--- config.mk ---
export PLATFORM = sky130hd
export DESIGN_NAME = my_clipper_ctrl
export DESIGN_NICKNAME = d
export VERILOG_FILES = /design/src/rtl/my_clipper_ctrl.sv
export SDC_FILE = /design/constraint.sdc
export NUM_CORES = 1
export LEC_CHECK = 0
export BUFFER_PORTS_ARGS = -buffer_cell sky130_fd_sc_hd__buf_2
export CAP_MARGIN = 20
export CORE_UTILIZATION = 64
export CTS_BUF_LIST = sky130_fd_sc_hd__clkbuf_4 sky130_fd_sc_hd__clkbuf_8
export DETAILED_ROUTE_END_ITERATION = 12
export HOLD_SLACK_MARGIN = 0.12
export PLACE_DENSITY = 0.82
export SYNTH_ARGS = -nofsm -noshare
export SYNTH_HDL_FRONTEND = slang
export SYNTH_SLANG_ARGS = --single-unit
export TNS_END_PERCENT = 50
--- constraint.sdc ---
create_clock -name clk -period 8.1 [get_ports clk]
set_clock_uncertainty 0.15 [all_clocks]
set_input_delay 0 -clock clk [delete_from_list [all_inputs] [get_ports clk]]
set_output_delay 0 -clock clk [all_outputs]
set_load 0.005 [all_outputs]
--- src/rtl/my_clipper_ctrl.sv ---
// my_clipper_ctrl: crop-window controller that monitors an Avalon-ST video stream and drives clipper sizing and per-beat keep
module my_clipper_ctrl #(
  parameter int DATA_WIDTH  = 8,
  parameter int DATA_BITS   = 8,
  parameter int DATA_PLANES = 1,
  parameter int DEF_WIDTH   = 1920,
  parameter int DEF_HEIGHT  = 1080
) (
  input  logic                  clk,
  input  logic                  rst,
  input  logic [DATA_WIDTH-1:0] din_data,
  input  logic                  din_valid,
  input  logic                  din_ready,
  input  logic                  din_startofpacket,
  input  logic                  din_endofpacket,
  input  logic                  cfg_wr,
  input  logic [2:0]            cfg_addr,
  input  logic [15:0]           cfg_wdata,
  output logic [15:0]           video_width,
  output logic [15:0]           video_height,
  output logic [3:0]            video_interlaced,
  output logic                  pix_keep,
  output logic                  cfg_pending,
  output logic                  err_ctrl,
  output logic                  err_frame
);
  localparam logic [3:0] REQ = 4'((8 + DATA_PLANES) / DATA_PLANES);
  typedef enum logic [3:0] {IDLE = 4'b0001, CTRL = 4'b0010, VID = 4'b0100, SKIP = 4'b1000} state_t;
  state_t state;
  logic [3:0] nib [9];
  logic [3:0] nib_n [9];
  logic [3:0] bidx;
  logic [3:0] in_int;
  logic [15:0] in_width, in_height, x, y;
  logic [15:0] sh_l, sh_r, sh_t, sh_b, ac_l, ac_r, ac_t, ac_b;
  logic [15:0] nw_l, nw_r, nw_t, nw_b;
  logic [16:0] lr, tb;
  logic beat, sop_hdr, go_vid, clr, ctrl_bad, x_last, frame_bad;
  logic unused;
  assign unused = ^din_data;
  assign beat = din_valid & din_ready;
  assign sop_hdr = beat & din_startofpacket & ~din_endofpacket & (state == IDLE);
  assign go_vid = sop_hdr & (din_data[3:0] == 4'h0);
  assign clr = cfg_wr & (cfg_addr == 3'd5);
  assign nw_l = cfg_pending ? sh_l : ac_l;
  assign nw_r = cfg_pending ? sh_r : ac_r;
  assign nw_t = cfg_pending ? sh_t : ac_t;
  assign nw_b = cfg_pending ? sh_b : ac_b;
  assign lr = {1'b0, nw_l} + {1'b0, nw_r};
  assign tb = {1'b0, nw_t} + {1'b0, nw_b};
  assign x_last = {1'b0, x} + 17'd1 >= {1'b0, in_width};
  assign ctrl_bad = beat & (state == CTRL) & din_endofpacket & (bidx < REQ);
  assign frame_bad = beat & (state == VID) & ((y >= in_height) |
                     (din_endofpacket & ~(x_last & ({1'b0, y} + 17'd1 == {1'b0, in_height}))));
  assign pix_keep = ~rst & (state == VID) & din_valid & (x >= ac_l) &
                    ({1'b0, x} + {1'b0, ac_r} < {1'b0, in_width}) & (y >= ac_t) &
                    ({1'b0, y} + {1'b0, ac_b} < {1'b0, in_height});
  always_comb begin
    for (int k = 0; k < 9; k++) nib_n[k] = nib[k];
    for (int p = 0; p < DATA_PLANES; p++)
      for (int k = 0; k < 9; k++)
        if (k == (int'(bidx) - 1) * DATA_PLANES + p) nib_n[k] = din_data[p*DATA_BITS +: 4];
  end
  always_ff @(posedge clk)
    if (beat && state == CTRL) nib <= nib_n;
  always_ff @(posedge clk) begin
    if (rst) begin
      state <= IDLE;
      bidx <= '0;
      in_width <= 16'(DEF_WIDTH);
      in_height <= 16'(DEF_HEIGHT);
      in_int <= '0;
      {sh_l, sh_r, sh_t, sh_b} <= '0;
      {ac_l, ac_r, ac_t, ac_b} <= '0;
      x <= '0;
      y <= '0;
      video_width <= '0;
      video_height <= '0;
      video_interlaced <= '0;
      cfg_pending <= 1'b0;
      err_ctrl <= 1'b0;
      err_frame <= 1'b0;
    end else begin
      sh_l <= (cfg_wr && cfg_addr == 3'd0) ? cfg_wdata : sh_l;
      sh_r <= (cfg_wr && cfg_addr == 3'd1) ? cfg_wdata : sh_r;
      sh_t <= (cfg_wr && cfg_addr == 3'd2) ? cfg_wdata : sh_t;
      sh_b <= (cfg_wr && cfg_addr == 3'd3) ? cfg_wdata : sh_b;
      cfg_pending <= (cfg_pending & ~go_vid) | (cfg_wr & (cfg_addr == 3'd4));
      err_ctrl <= (err_ctrl & ~clr) | ctrl_bad;
      err_frame <= (err_frame & ~clr) | frame_bad;
      if (go_vid) begin
        {ac_l, ac_r, ac_t, ac_b} <= {nw_l, nw_r, nw_t, nw_b};
        x <= '0;
        y <= '0;
        video_width <= (lr < {1'b0, in_width}) ? in_width - lr[15:0] : '0;
        video_height <= (tb < {1'b0, in_height}) ? in_height - tb[15:0] : '0;
        video_interlaced <= in_int;
      end
      if (beat) begin
        case (state)
          IDLE: if (sop_hdr) begin
            state <= (din_data[3:0] == 4'hF) ? CTRL : ((din_data[3:0] == 4'h0) ? VID : SKIP);
            bidx <= 4'd1;
          end
          CTRL: begin
            bidx <= (bidx == 4'hF) ? bidx : bidx + 4'd1;
            if (din_endofpacket) begin
              state <= IDLE;
              if (bidx >= REQ) begin
                in_width <= {nib_n[0], nib_n[1], nib_n[2], nib_n[3]};
                in_height <= {nib_n[4], nib_n[5], nib_n[6], nib_n[7]};
                in_int <= nib_n[8];
              end
            end
          end
          VID: begin
            x <= x_last ? '0 : x + 16'd1;
            y <= (x_last && y < in_height) ? y + 16'd1 : y;
            state <= din_endofpacket ? IDLE : VID;
          end
          default: state <= din_endofpacket ? IDLE : state;
        endcase
      end
    end
  end
endmodule
==> results.txt <==
The count of pins over their slew limit is 0. The most area-hungry cell type in the Yosys netlist is sky130_fd_sc_hd__dfxtp_1. The leakage power figure was 8.86 nW; the total placed cells including tap cells was 2681. The wire-length estimate of the detail-placed layout is 36400 um. Yosys printed 0 warnings.

The pre-antenna-repair detailed-routing pass consisted of 6 iterations. The vertical die dimension was 173 um; the multi-input gate area in the final layout was 12000 um^2. Setup violations remaining at the end of the flow were counted as 0.

For the total negative setup slack, the log shows 0 ns. Counting the buffers created by CTS gives 48. The mapped netlist covers 18800 um^2.

In this run the core area contains 62 standard-cell rows. The start-to-end type of the worst setup path was reg2reg. The sum of overflow across all layers after global routing is 0. At the pin with the least slew margin, the transition time is 1.05 ns. The flow ran to the end, and the final reports show no timing, DRC or antenna violations. The power spent charging and discharging nets came out at 0.000665 W. TritonCTS built the clock tree.

The number of H-tree levels was 2. The global placer's final weighted congestion is 0.934, and the aggregate routed wire length is 50100 um. The share of the synthesized area in the top cell type works out to 25.9%. After synthesis, the share of flip-flops with an asynchronous set or reset is 0%. Clock tree synthesis found a total of 279 sinks.

In this run the tool buffered the top-level ports with 69 buffer cells. The detailed-route vias per instance is 6.08, and the final number of hold-violating endpoints is 0. The worst hold path belongs to the class in2reg. Final critical-path required period: 6.51 ns. The die covers 30100 um^2. The cell sitting at the root of the clock tree is a sky130_fd_sc_hd__clkbuf_8. Based on the critical path, the design can be clocked at up to 0.154 GHz.

Power spread over the standard cell area amounts to 137 nW/um^2. Number of distinct standard cells referenced by the synthesized netlist: 85. For this run, the total global-route usage over all layers was measured as 32.7%.

The number of global-route vias before repair was 15832; the flop and latch count out of synthesis was 279. The clock passes through at most 3 buffers. The portion of the clock cycle consumed by the worst path in the final layout was 80.4%. The endpoint class of the critical path is a flip-flop. The number of filler cells placed in the layout was 2270. In this run the mean area of a mapped cell was 8.13 um^2. The core region is 28800 um^2. STA puts the critical path data required time at 8.44 ns. For this run, the share of the core covered by cells in the final layout is 72.9%.

The worst setup path is launched from a flip-flop. The first global-routing pass estimated 80200 um of wire. Before CTS, the worst setup slack after placement is 1.71 ns. In the post-synthesis netlist, the biggest area contributors are sky130_fd_sc_hd__dfxtp_1 (26%), sky130_fd_sc_hd__ha_1 (15%), sky130_fd_sc_hd__nand2_1 (8.2%), sky130_fd_sc_hd__a21oi_1 (6.6%), sky130_fd_sc_hd__edfxtp_1 (5.7%). The detail route stage leaves a number of antenna-violating nets equal to 0.

Headroom to the max-slew limit: 29.7%. In the final routed layout, each cell accounts on average for 17.8 um. After clock tree synthesis, the clock-pin slew on the worst setup and hold paths is 0.06 ns.

The worst path meets setup with 1.59 ns of slack. The logs give 31.6% for the proportion of synthesized chip area in sequential cells and 0 for the number of antenna violations at the first check in global routing. Setup repair after global routing left no endpoint under its margin.

The max-cap check violation count came out at 0. The tools report the pin count of the biggest net entering global routing as 110. The first routing iteration left 1715 violations.

The worst hold slack is 0.135 ns, and the worst voltage drop across the vdd grid is 0.109 mV. Per report_power, the sequential group accounts for 49.2% of the total. The total setup buffers inserted after CTS came out at 0. The most used flip-flop cell after synthesis is sky130_fd_sc_hd__dfxtp_1. The worst-path maximum fanout was 47.

The number of enable flip-flop cells after synthesis was 36; the internal power was 0.00221 W. The post-synth net total was 2584; the I/O pin total was 74. Of the total power, the share spent switching nets is 23.1%. The final cell count without fillers came out at 2823.

After detailed routing, the number of remaining DRC violations is 0. The run gives 0.60 ns as the clock insertion delay at the later pin of the skew report. The proportion of layout cells with a drive suffix above 1 works out to 10.8%. Summing all flip-flop and latch instances after layout gives 5950 um^2.

The logs give 2675 for the post-layout net count and 2315 for the synthesized instance count. The share of total power dissipated in the clock network is 46.8%. Compared with the post-synthesis result, the final layout area differs by 11.4%. At the worst endpoint, the arrival time is 6.85 ns. Detailed routing inserted a total of 17165 vias.

The run gives 0 as the antenna diode count. The chip width is 173 um. Of the total power, combinational logic draws 4.0%. For this configuration, the core starts out at a cell density of 65.4%.
[worst paths after layout]
path                  startpoint                   to  slack (ns)  depth (start not counted)
min reg2reg  video_interlaced[0]  video_interlaced[0]        0.30                          2
max                  cfg_pending      video_width[13]        1.59                         18
min                 cfg_wdata[3]              sh_l[3]        0.13                          4
max reg2reg          cfg_pending      video_width[13]        1.59                         18
[repair_timing]
action	CTS	global route
hold buffers	58	0
resized for setup	0	0
endpoints found under the hold margin	206	0
[layer usage]
layer	wire, um	track usage [%]	vias to the layer above
li1	-	-	8322
met1	22900	46.8	8065
met2	21700	50.0	675
met3	3850	4.43	103
met4	1680	12.5	0
met5	0	0	-
[worst max-delay path, cell delays in order (launching register included)]
cell,delay (ns)
sky130_fd_sc_hd__dfxtp_2,0.81
sky130_fd_sc_hd__buf_4,0.54
sky130_fd_sc_hd__o21ai_0,0.29
sky130_fd_sc_hd__fa_1,0.52
sky130_fd_sc_hd__a211oi_1,0.25
sky130_fd_sc_hd__o21bai_1,0.12
sky130_fd_sc_hd__or3_1,0.35
sky130_fd_sc_hd__o211ai_1,0.15
sky130_fd_sc_hd__a31oi_1,0.26
sky130_fd_sc_hd__a21o_1,0.25
sky130_fd_sc_hd__a21o_1,0.20
sky130_fd_sc_hd__xor2_1,0.15
sky130_fd_sc_hd__ha_1,0.38
sky130_fd_sc_hd__a21o_1,0.19
sky130_fd_sc_hd__a2111oi_0,0.39
sky130_fd_sc_hd__nand4_1,0.16
sky130_fd_sc_hd__a31oi_2,0.71
sky130_fd_sc_hd__o311ai_0,0.30
sky130_fd_sc_hd__a21oi_1,0.21
[cell usage after synthesis, drive strengths merged, types with 27 or more instances]
cell type and n:
nand2b 27, nand2 414, mux2 69, a21o 40, a21oi 249, xor2 38, o21ai 110, ha 229
a211oi 37, nor2 157, nand3 40, xnor2 71, clkbuf 83, dfxtp 243, inv 117, edfxtp 36
nor3 47
[state kept, by name, indices dropped and copies added, names as in the netlist, 16 cells and up]
signal and cells:
in_height 16, sh_r 16, y 16, ac_r 16, sh_t 16, video_height 16
x 16, ac_b 16, ac_t 16, video_width 16, sh_l 16, in_width 16
ac_l 16, sh_b 16, nib 36
[layout make-up]
type,count,share of cell area [%]
flip-flops and latches,279,28.4
clock inverters,8,0.340
clock buffers,75,4.45
multi-input cells,1820,57.5
well taps,384,2.29
inverters,117,2.09
repair buffers,140,5.01
[per-stage QoR]
step	power (W)	instance area [um^2]
2_1_floorplan	0.00150	18800
3_3_place_gp	0.00153	19300
3_5_place_dp	0.00153	19400
4_1_cts	0.00288	20900
5_1_grt	0.00296	21000
6_report	0.00287	21000
[logic make-up after synthesis]
logic type / after synthesis / share of synthesized area (%)
AOI/OAI and AO/OA: 580 / 18.9
xor gates and xnor gates: 109 / 5.07
adders and majority gates: 235 / 15.9
buffers and inverters: 216 / 4.43
DFF: 279 / 31.6
muxes: 74 / 4.39
and+or+nand+nor: 822 / 19.8
[power groups by stage]
stage,clock network [W],registers [W],logic (W)
2_1_floorplan,0,0.00144,0.0000589
3_3_place_gp,0,0.00144,0.0000887
3_5_place_dp,0,0.00144,0.0000912
4_1_cts,0.00136,0.00141,0.000111
5_1_grt,0.00142,0.00141,0.000124
6_report,0.00134,0.00141,0.000115
[cells in the final DEF, fill, tap and decap left out, drive strengths merged, types with 23 or more instances in the layout]
cell type	count
a211oi	37
a21o	40
a21oi	249
and3	23
buf	82
clkbuf	75
dfxtp	243
dlygate4sd3	58
edfxtp	36
ha	229
inv	118
mux2	69
nand2	414
nand2b	27
nand3	40
nor2	157
nor2b	23
nor3	47
o21ai	110
xnor2	71
xor2	38
No activity file was read; power rests on OpenSTA's default activity.
